[config.mk]
export PLATFORM = sky130hd
export DESIGN_NAME = cpu_exec_unit
export DESIGN_NICKNAME = d
export VERILOG_FILES = /design/src/rtl/cpu_exec_unit.sv
export SDC_FILE = /design/constraint.sdc
export NUM_CORES = 1
export LEC_CHECK = 0
export ABC_AREA = 1
export BUFFER_PORTS_ARGS = -buffer_cell sky130_fd_sc_hd__buf_2
export CORE_UTILIZATION = 55
export CTS_CLUSTER_SIZE = 40
export DETAILED_ROUTE_END_ITERATION = 8
export HOLD_SLACK_MARGIN = 0.05
export PLACE_DENSITY = 0.75
export SETUP_SLACK_MARGIN = 0.1
export SLEW_MARGIN = 20
export SYNTH_ARGS = -nofsm -noshare
export SYNTH_HDL_FRONTEND = slang
export SYNTH_SLANG_ARGS = --single-unit
[constraint.sdc]
create_clock -name clk_ph1 -period 5.9 [get_ports clk_ph1]
set_clock_uncertainty 0.15 [all_clocks]
set_input_delay 0.59 -clock clk_ph1 [delete_from_list [all_inputs] [get_ports clk_ph1]]
set_output_delay 0.59 -clock clk_ph1 [all_outputs]
set_load 0.005 [all_outputs]
[src/rtl/cpu_exec_unit.sv]
// Single-clock CPU execution unit: A/X/Y/S/P register file and one micro-op at a time
// over a valid/ready handshake, sequenced IDLE -> EXEC -> (DADJ) -> WB.
module cpu_exec_unit #(
   parameter int DW         = 8,
   parameter bit DECIMAL_EN = 1'b0
) (
   input  logic          clk_ph1,
   input  logic          rst,
   input  logic          op_valid,
   output logic          op_ready,
   input  logic [3:0]    op_code,
   input  logic [1:0]    op_src,
   input  logic [1:0]    op_dst,
   input  logic [DW-1:0] op_operand,
   output logic          op_done,
   output logic          op_err,
   output logic [DW-1:0] a_out,
   output logic [DW-1:0] x_out,
   output logic [DW-1:0] y_out,
   output logic [DW-1:0] s_out,
   output logic [7:0]    p_out
);

   localparam logic [3:0] OP_LD  = 4'd0;
   localparam logic [3:0] OP_TR  = 4'd1;
   localparam logic [3:0] OP_ADC = 4'd2;
   localparam logic [3:0] OP_SBC = 4'd3;
   localparam logic [3:0] OP_AND = 4'd4;
   localparam logic [3:0] OP_ORA = 4'd5;
   localparam logic [3:0] OP_EOR = 4'd6;
   localparam logic [3:0] OP_CMP = 4'd7;
   localparam logic [3:0] OP_ASL = 4'd8;
   localparam logic [3:0] OP_LSR = 4'd9;
   localparam logic [3:0] OP_ROL = 4'd10;
   localparam logic [3:0] OP_ROR = 4'd11;
   localparam logic [3:0] OP_INC = 4'd12;
   localparam logic [3:0] OP_DEC = 4'd13;
   localparam logic [3:0] OP_FLG = 4'd14;
   localparam logic [3:0] OP_RSV = 4'd15;

   localparam logic [DW-1:0] ONE = {{(DW-1){1'b0}}, 1'b1};

   typedef enum logic [1:0] {ST_IDLE, ST_EXEC, ST_DADJ, ST_WB} state_t;

   state_t        r_state;
   logic [DW-1:0] r_a, r_x, r_y, r_s;
   logic [7:0]    r_p;
   logic [3:0]    r_code;
   logic [1:0]    r_src, r_dst;
   logic [DW-1:0] r_opnd;
   logic [DW-1:0] r_res;
   logic          r_c, r_v;
   logic          r_done, r_err;

   logic [DW-1:0] w_src_val, w_dst_val, w_addend, w_res;
   logic [DW:0]   w_sum, w_bcd;
   logic          w_c, w_v, w_dec_go;
   logic          w_wr_en, w_nz_en, w_c_en, w_v_en;
   logic [1:0]    w_wr_sel;

   // Nibble-serial BCD add/subtract; returns {carry, result}. Carry=1 means no borrow on subtract.
   function automatic logic [DW:0] bcd_adj(input logic [DW-1:0] a, input logic [DW-1:0] b,
                                           input logic cin, input logic sub);
      logic [DW-1:0] res;
      logic          c;
      logic [4:0]    t;
      res = '0;
      c   = cin;
      for (int i = 0; i < DW / 4; i++) begin
         if (sub) begin
            t = {1'b0, a[4*i +: 4]} + {1'b0, ~b[4*i +: 4]} + {4'd0, c};
            if (t[4]) begin
               res[4*i +: 4] = t[3:0];
               c = 1'b1;
            end else begin
               res[4*i +: 4] = t[3:0] - 4'd6;
               c = 1'b0;
            end
         end else begin
            t = {1'b0, a[4*i +: 4]} + {1'b0, b[4*i +: 4]} + {4'd0, c};
            if (t > 5'd9) begin
               t = t + 5'd6;
               c = 1'b1;
            end else begin
               c = 1'b0;
            end
            res[4*i +: 4] = t[3:0];
         end
      end
      return {c, res};
   endfunction

   assign op_ready = (r_state == ST_IDLE) && rst;
   assign op_done  = r_done;
   assign op_err   = r_err;
   assign a_out    = r_a;
   assign x_out    = r_x;
   assign y_out    = r_y;
   assign s_out    = r_s;
   assign p_out    = {r_p[7:6], 1'b1, r_p[4:0]};

   // SBC is ADC of the one's complement, so both share one adder
   assign w_addend = (r_code == OP_SBC) ? ~r_opnd : r_opnd;
   assign w_sum    = {1'b0, r_a} + {1'b0, w_addend} + {{DW{1'b0}}, r_p[0]};
   assign w_bcd    = bcd_adj(r_a, r_opnd, r_p[0], r_code == OP_SBC);
   assign w_dec_go = DECIMAL_EN && r_p[3] && ((r_code == OP_ADC) || (r_code == OP_SBC));

   // Operand register read ports
   always_comb begin
      w_src_val = r_a;
      w_dst_val = r_a;
      case (r_src)
         2'd0:    w_src_val = r_a;
         2'd1:    w_src_val = r_x;
         2'd2:    w_src_val = r_y;
         default: w_src_val = r_s;
      endcase
      case (r_dst)
         2'd0:    w_dst_val = r_a;
         2'd1:    w_dst_val = r_x;
         2'd2:    w_dst_val = r_y;
         default: w_dst_val = r_s;
      endcase
   end

   // Binary result, carry and overflow of the captured op
   always_comb begin
      w_res = '0;
      w_c   = r_p[0];
      w_v   = r_p[6];
      case (r_code)
         OP_LD:  w_res = r_opnd;
         OP_TR:  w_res = w_src_val;
         OP_ADC, OP_SBC: begin
            w_res = w_sum[DW-1:0];
            w_c   = w_sum[DW];
            w_v   = (r_a[DW-1] == w_addend[DW-1]) && (w_sum[DW-1] != r_a[DW-1]);
         end
         OP_AND: w_res = r_a & r_opnd;
         OP_ORA: w_res = r_a | r_opnd;
         OP_EOR: w_res = r_a ^ r_opnd;
         OP_CMP: begin
            w_res = w_src_val - r_opnd;
            w_c   = (w_src_val >= r_opnd);
         end
         OP_ASL: begin
            w_res = {w_dst_val[DW-2:0], 1'b0};
            w_c   = w_dst_val[DW-1];
         end
         OP_LSR: begin
            w_res = {1'b0, w_dst_val[DW-1:1]};
            w_c   = w_dst_val[0];
         end
         OP_ROL: begin
            w_res = {w_dst_val[DW-2:0], r_p[0]};
            w_c   = w_dst_val[DW-1];
         end
         OP_ROR: begin
            w_res = {r_p[0], w_dst_val[DW-1:1]};
            w_c   = w_dst_val[0];
         end
         OP_INC: w_res = w_dst_val + ONE;
         OP_DEC: w_res = w_dst_val - ONE;
         default: w_res = '0;
      endcase
   end

   // Write-back decode: which register and which flag groups the op updates
   always_comb begin
      w_wr_en  = 1'b0;
      w_wr_sel = r_dst;
      w_nz_en  = 1'b0;
      w_c_en   = 1'b0;
      w_v_en   = 1'b0;
      case (r_code)
         OP_LD: begin
            w_wr_en = 1'b1;
            w_nz_en = 1'b1;
         end
         OP_TR: begin
            w_wr_en = 1'b1;
            w_nz_en = (r_dst != 2'd3);
         end
         OP_ADC, OP_SBC: begin
            w_wr_en  = 1'b1;
            w_wr_sel = 2'd0;
            w_nz_en  = 1'b1;
            w_c_en   = 1'b1;
            w_v_en   = 1'b1;
         end
         OP_AND, OP_ORA, OP_EOR: begin
            w_wr_en  = 1'b1;
            w_wr_sel = 2'd0;
            w_nz_en  = 1'b1;
         end
         OP_CMP: begin
            w_nz_en = 1'b1;
            w_c_en  = 1'b1;
         end
         OP_ASL, OP_LSR, OP_ROL, OP_ROR: begin
            w_wr_en = 1'b1;
            w_nz_en = 1'b1;
            w_c_en  = 1'b1;
         end
         OP_INC, OP_DEC: begin
            w_wr_en = 1'b1;
            w_nz_en = 1'b1;
         end
         default: w_wr_en = 1'b0;
      endcase
   end

   // Sequencer FSM, hold registers, architectural state and completion pulses
   always_ff @(posedge clk_ph1) begin
      if (!rst) begin
         r_state <= ST_IDLE;
         r_a     <= '0;
         r_x     <= '0;
         r_y     <= '0;
         r_s     <= '1;
         r_p     <= 8'h20;
         r_code  <= 4'd0;
         r_src   <= 2'd0;
         r_dst   <= 2'd0;
         r_opnd  <= '0;
         r_res   <= '0;
         r_c     <= 1'b0;
         r_v     <= 1'b0;
         r_done  <= 1'b0;
         r_err   <= 1'b0;
      end else begin
         r_done <= 1'b0;
         r_err  <= 1'b0;
         case (r_state)
            ST_IDLE: begin
               if (op_valid) begin
                  r_code  <= op_code;
                  r_src   <= op_src;
                  r_dst   <= op_dst;
                  r_opnd  <= op_operand;
                  r_state <= ST_EXEC;
               end
            end
            ST_EXEC: begin
               r_res   <= w_res;
               r_c     <= w_c;
               r_v     <= w_v;
               r_state <= w_dec_go ? ST_DADJ : ST_WB;
            end
            ST_DADJ: begin
               // V stays from the binary sum; result and C come from the decimal correction
               r_res   <= w_bcd[DW-1:0];
               r_c     <= w_bcd[DW];
               r_state <= ST_WB;
            end
            ST_WB: begin
               if (w_wr_en) begin
                  case (w_wr_sel)
                     2'd0:    r_a <= r_res;
                     2'd1:    r_x <= r_res;
                     2'd2:    r_y <= r_res;
                     default: r_s <= r_res;
                  endcase
               end
               if (w_nz_en) begin
                  r_p[7] <= r_res[DW-1];
                  r_p[1] <= (r_res == '0);
               end
               if (w_c_en) r_p[0] <= r_c;
               if (w_v_en) r_p[6] <= r_v;
               if ((r_code == OP_FLG) && (r_opnd[2:0] != 3'd5)) r_p[r_opnd[2:0]] <= r_opnd[DW-1];
               r_done  <= 1'b1;
               r_err   <= (r_code == OP_RSV);
               r_state <= ST_IDLE;
            end
            default: r_state <= ST_IDLE;
         endcase
      end
   end

endmodule

* Yosys cells after proc, flatten, opt, wreduce, memory -nomap -nowiden
Cells that the tools add are included.
** Storage, ports and cells
- Register bits after elaboration :: 70
- Bits of input ports :: 19
- Output and inout port bits :: 43
- Logic and storage cells :: 145
** Cells by class
- Add/subtract/negate cells :: 17
- Order comparisons :: 5
- Equality and inequality tests :: 29
- Mux-type cells :: 44
- Bitwise logic cells :: 7
- Reduce and logical (&&, ||, !) cells :: 27
** Operator list (number)
- $pmux W8 S13 :: 1
- $pmux W8 S3 :: 2
- $eq A4 B4 Y1 const B :: 8
- $reduce_or A13 Y1 :: 2
- $mux W1 :: 24
- $mux W4 :: 6
- $add A4 B4 Y5 :: 4
- $add A5 B1 Y5 :: 4
- $eq A4 B3 Y1 const B :: 4
- $mux W8 :: 2
- $pmux W8 S2 :: 1
- $reduce_and A3 Y1 :: 4
- $eq A2 B2 Y1 const B :: 5
- $gt A5 B4 Y1 const B :: 2
- $add A8 B8 Y9 :: 1
- $add A9 B1 Y9 :: 1
- $add A4 B3 Y4 const B :: 2
- $add A8 B1 Y8 const B :: 1
- $and A8 B8 Y8 :: 1
- $bwmux W8 :: 1
- $eq A2 B1 Y1 const B :: 4
- $eq A4 B2 Y1 const B :: 2
- $ge A8 B8 Y1 :: 1
- $logic_not A2 Y1 :: 4
- other kinds (29) :: 42

* Longest topological paths before layout
- Depth after elaboration :: 10
- Mapped depth :: 29
- Mapped depth without buffers :: 27

* Worst setup path after synthesis
OpenSTA, ideal clock, no wires.
- Path kind :: reg-to-reg
- From :: reg r_a[0] (netlist: a_out[0])
- To :: reg r_res[6]
- Data arrival time :: 4231 ps
- Data required time :: 5633 ps
- Slack :: 1402 ps
- Cell stages (with the launch flop) :: 26
- Cell sequence :: dfxtp_1 -> fa_1 -> fa_1 -> xnor2_1 -> ha_1 -> inv_1 -> a21oi_1 -> a31oi_1 -> nand2_1 -> nand2_1 -> nand2_1 -> o21ai_0 -> fa_1 -> fa_1 -> inv_1 -> ha_1 -> inv_1 -> nor2_1 -> a31oi_1 -> nand2_1 -> nand2_1 -> o21ai_0 -> o21ai_0 -> nand2_1 -> nor2_1 -> nor2_1
** Between the ends
- Word-level cells in the longest chain between the ends :: 10
- Elaborated cells between the ends (all ways) :: 25
** Ends and longest elaborated chain
- from (decl) :: line 46 : logic [DW-1:0] r_a, r_x, r_y, r_s;
- from (signal assigned) :: line 259 : 2'd0: r_a <= r_res;
- $add A4 B4 Y5 :: line 80 : t = {1'b0, a[4*i +: 4]} + {1'b0, b[4*i +: 4]} + {4'd0, c};
- $add A5 B1 Y5 :: line 80
- $gt A5 B4 Y1 :: line 81 : if (t > 5'd9) begin
- $mux W1 :: line 81
- $mux W1 :: line 70 : if (sub) begin
- $add A5 B1 Y5 (on tied branches) :: line 80, 71
- $add A4 B3 Y4, or another cell as far along :: line 82 : t = t + 5'd6;
- $mux W4 (on tied branches) :: line 81, 72
- $mux W4 :: line 70
- $pmux W8 S2 * :: line 234 : case (r_state)
- to (signal assigned) :: line 245 : r_res <= w_res;
- to (signal assigned) :: line 252 : r_res <= w_bcd[DW-1:0];
- to (decl) :: line 51 : logic [DW-1:0] r_res;
Every way passes the cells marked *; elsewhere a longest branch is shown, timed or not.
A chain may end at the register's enable or synchronous reset.

* Worst setup path after layout
Ends and elaborated chain as after synthesis.

==> run summary <==
Total Power - 0.00183 W
Req. time, crit path - 6.02 ns
register bit count reported by yosys - 69
DR DRC count - 0
Reg-to-Reg End - r_res[6]
Reg-to-Reg Start - a_out[0]
post-synthesis cell area - 6000 µm²
Hold Crit Depth - 2
Layout Cells excl Fill - 1100
first-pass GRT wire length - 32400 µm
DP HPWL - 16100 µm
GPL Wtd Cong - 1.03
Clock Pin Slew Worst Setup and Hold Paths - 0.09 ns
Final WS setup - 0.818 ns
Final min period - 5.08 ns
Clk Latency, worst-skew pair - 0.37 ns
PostCTS Resize Cnt - 0
multi-input logic area - 4050 µm²
IR Drop Worst-Case VDD - 0.000195 V
crit path buf inv count - 3
vias in the first global route - 6002
clock root cell - clkbuf_8
initial antenna violation count - 0
fin crit share - 0.861
max-slew violation count - 0
vias - 6574
CTS Hold Buffers Added - 0
setup_tns - 0 ns
Combinational Power Share - 0.423
clk sinks - 69
Largest delay share family, worst path - adder cells
gr ovfl total - 0
final hold violations - 0
core area - 10500 µm²
largest net degree at the start of global routing - 65
sequential share of the synthesized area - 0.230
P_sw - 0.000820 W
total of max-cap violations - 0
Top FF cell, synth - dfxtp_1
most frequent cells in the layout - nand2_1, inv_1, o21ai_0, a21oi_1, nor2_1
final setup violation count - 0
Hold WS - 0.315 ns
CTS H-tree lvls - 3
Die W - 106 µm
most common cell after layout, fill and taps aside - nand2_1
most frequent CP cell - nand2_1
Iter 0 DRT Violations - 726
pre-CTS WS - 0.887 ns
kind of end point of the critical path - flop
switching share of power - 0.448
CTS tree - done
fillers - 1043
outcome - complete, no violations
Worst Setup Start Kind - flop
Final Net Count - 1043
Yosys top cell by area - dfxtp_1
max incr delay on CP - 0.54 ns
final WL - 20700 µm
WL/cell - 18.8 µm
Gate Count Post-Synth - 911
top cell type's share of synthesized area - 0.230
Die Ht - 106 µm
Leak - 3.25 nW
Syn Area/Cell - 6.58 µm²
Netlist cell types - 46
CP max stage cell - fa_1
Max Freq - 197 MHz
n_diodes - 0
Mapped Nets - 995
PwrDens - 278 nW/µm²
via density per instance - 5.98
Port Buffers - 60
EDFF count, synth - 0
Seq pwr share - 0.326
Ports - 62
Tightest Pin Transition - 0.786 ns
ranking of synthesized cells by area - dfxtp_1, ha_1, nand2_1
Clock power frac - 0.251
FP Rows - 37
Routed Antenna Nets - 0
fraction of layout cells with a size suffix above 1 - 0.108
Placed Cells - 1084
die area - 11300 µm²
CTS Buffer Depth - 2
# Post-CTS Setup Buffers - 0
Internal Power - 0.00101 W
CP arrival - 5.20 ns
worst min-delay path class - reg2reg
Register Area - 1380 µm²
Starting Density - 0.573
Yosys Warn Count - 0
WS Path Type - reg2reg
GRT Util Overall - 0.380
drt pass-1 iters - 6
Relative slew margins - 0.474
reg2reg path depth - 25
reg-to-reg slack, setup - 0.82 ns
ys async rst share - 0
crit path max fanout - 6
CTS Buf Count - 9
Layout Area Growth over Synthesis - 9.82%
RSZ-0062 raised after global routing - false
-- cell usage after synthesis, types with 3 or more instances --
library cell  instances
fa_1                 12
buf_4                 5
a21o_1                5
ha_1                 53
o21ai_1               7
o21ai_0             104
dfxtp_1              69
nor4_1                3
clkbuf_1             15
inv_1               112
a31oi_1              10
o22ai_1               7
nor3_1                7
nand2_2               3
or2_2                 7
o211ai_1             22
a21oi_1              90
nor2_2                4
nand2_1             173
xor2_1               14
o2111ai_1             3
nand4_1              16
buf_2                 4
nor2_1               82
inv_2                 3
xnor2_1               3
nand3_1              56
-- sequential cells by signal (all words and copies together) (netlist names), 2 cells and up, named ones only --
register,count
y_out,8
x_out,8
a_out,8
r_res,8
s_out,8
r_src,2
r_opnd,8
r_state,2
r_dst,2
r_code,4
r_p,4
-- cells by family (layout without fill, tap and decap cells) --
logic type | count (synthesis) | in the layout | synth area share
AND/OR/NAND/NOR | 358 | 358 | 0.261
other | 1 | 1 | 0.000625
adder cells (fa/ha/maj) | 65 | 65 | 0.151
flip-flops | 69 | 69 | 0.230
AO/OA/AOI/OAI | 259 | 259 | 0.239
buffers and inverters | 142 | 195 | 0.0943
XOR/XNOR | 17 | 17 | 0.0248
-- per-stage QoR --
| stage | area [µm²] | utilization |
|---|---|---|
| finish | 6590 | 0.630 |
| global placement | 6360 | 0.608 |
| CTS | 6590 | 0.630 |
| detailed placement | 6360 | 0.608 |
| floorplan | 6000 | - |
| global route | 6590 | 0.630 |
-- per-layer routing --
metal / part of all wire / GRT usage / up-vias / wire [µm]
li1: - / - / 3160 / -
met1: 0.42 / 0.511 / 2984 / 8650
met2: 0.44 / 0.590 / 382 / 9060
met3: 0.11 / 0.0840 / 48 / 2280
met4: 0.034 / 0.151 / 0 / 701
met5: 0 / 0 / - / 0
-- power groups by stage --
stage | Clock [W] | Sequential [W] | Combinational (W)
3_3_place_gp | 0 | 0.000604 | 0.000746
3_5_place_dp | 0 | 0.000604 | 0.000748
6_report | 0.000459 | 0.000597 | 0.000774
4_1_cts | 0.000458 | 0.000594 | 0.000754
2_1_floorplan | 0 | 0.000565 | 0.000557
5_1_grt | 0.000479 | 0.000603 | 0.000859
-- area by class of cell --
| type | instances | area share |
|---|---|---|
| clock inverter | 7 | 0.0156 |
| clock buffer | 9 | 0.0188 |
| timing repair buffer | 63 | 0.0490 |
| sequential | 69 | 0.210 |
| multi-input combinational | 700 | 0.615 |
| tap | 136 | 0.0258 |
| inverter | 116 | 0.0661 |
-- worst min-delay path, stage by stage (launching register included) --
cell	delay, ns
dfxtp_1	0.32
inv_1	0.05
a21oi_1	0.05
-- worst max path at each step --
stage	startpoint	endpoint	slack, ns	cells after the start
after CTS	a_out[0]	r_res[6]	0.86	25
after floorplan	a_out[0]	r_res[6]	1.40	25
after global placement	a_out[0]	r_res[6]	1.08	25
after global routing	a_out[0]	r_res[6]	0.38	26
final	a_out[0]	r_res[6]	0.82	25
after detailed placement	a_out[0]	r_res[6]	0.89	25
No activity file was read; power rests on OpenSTA's default activity.
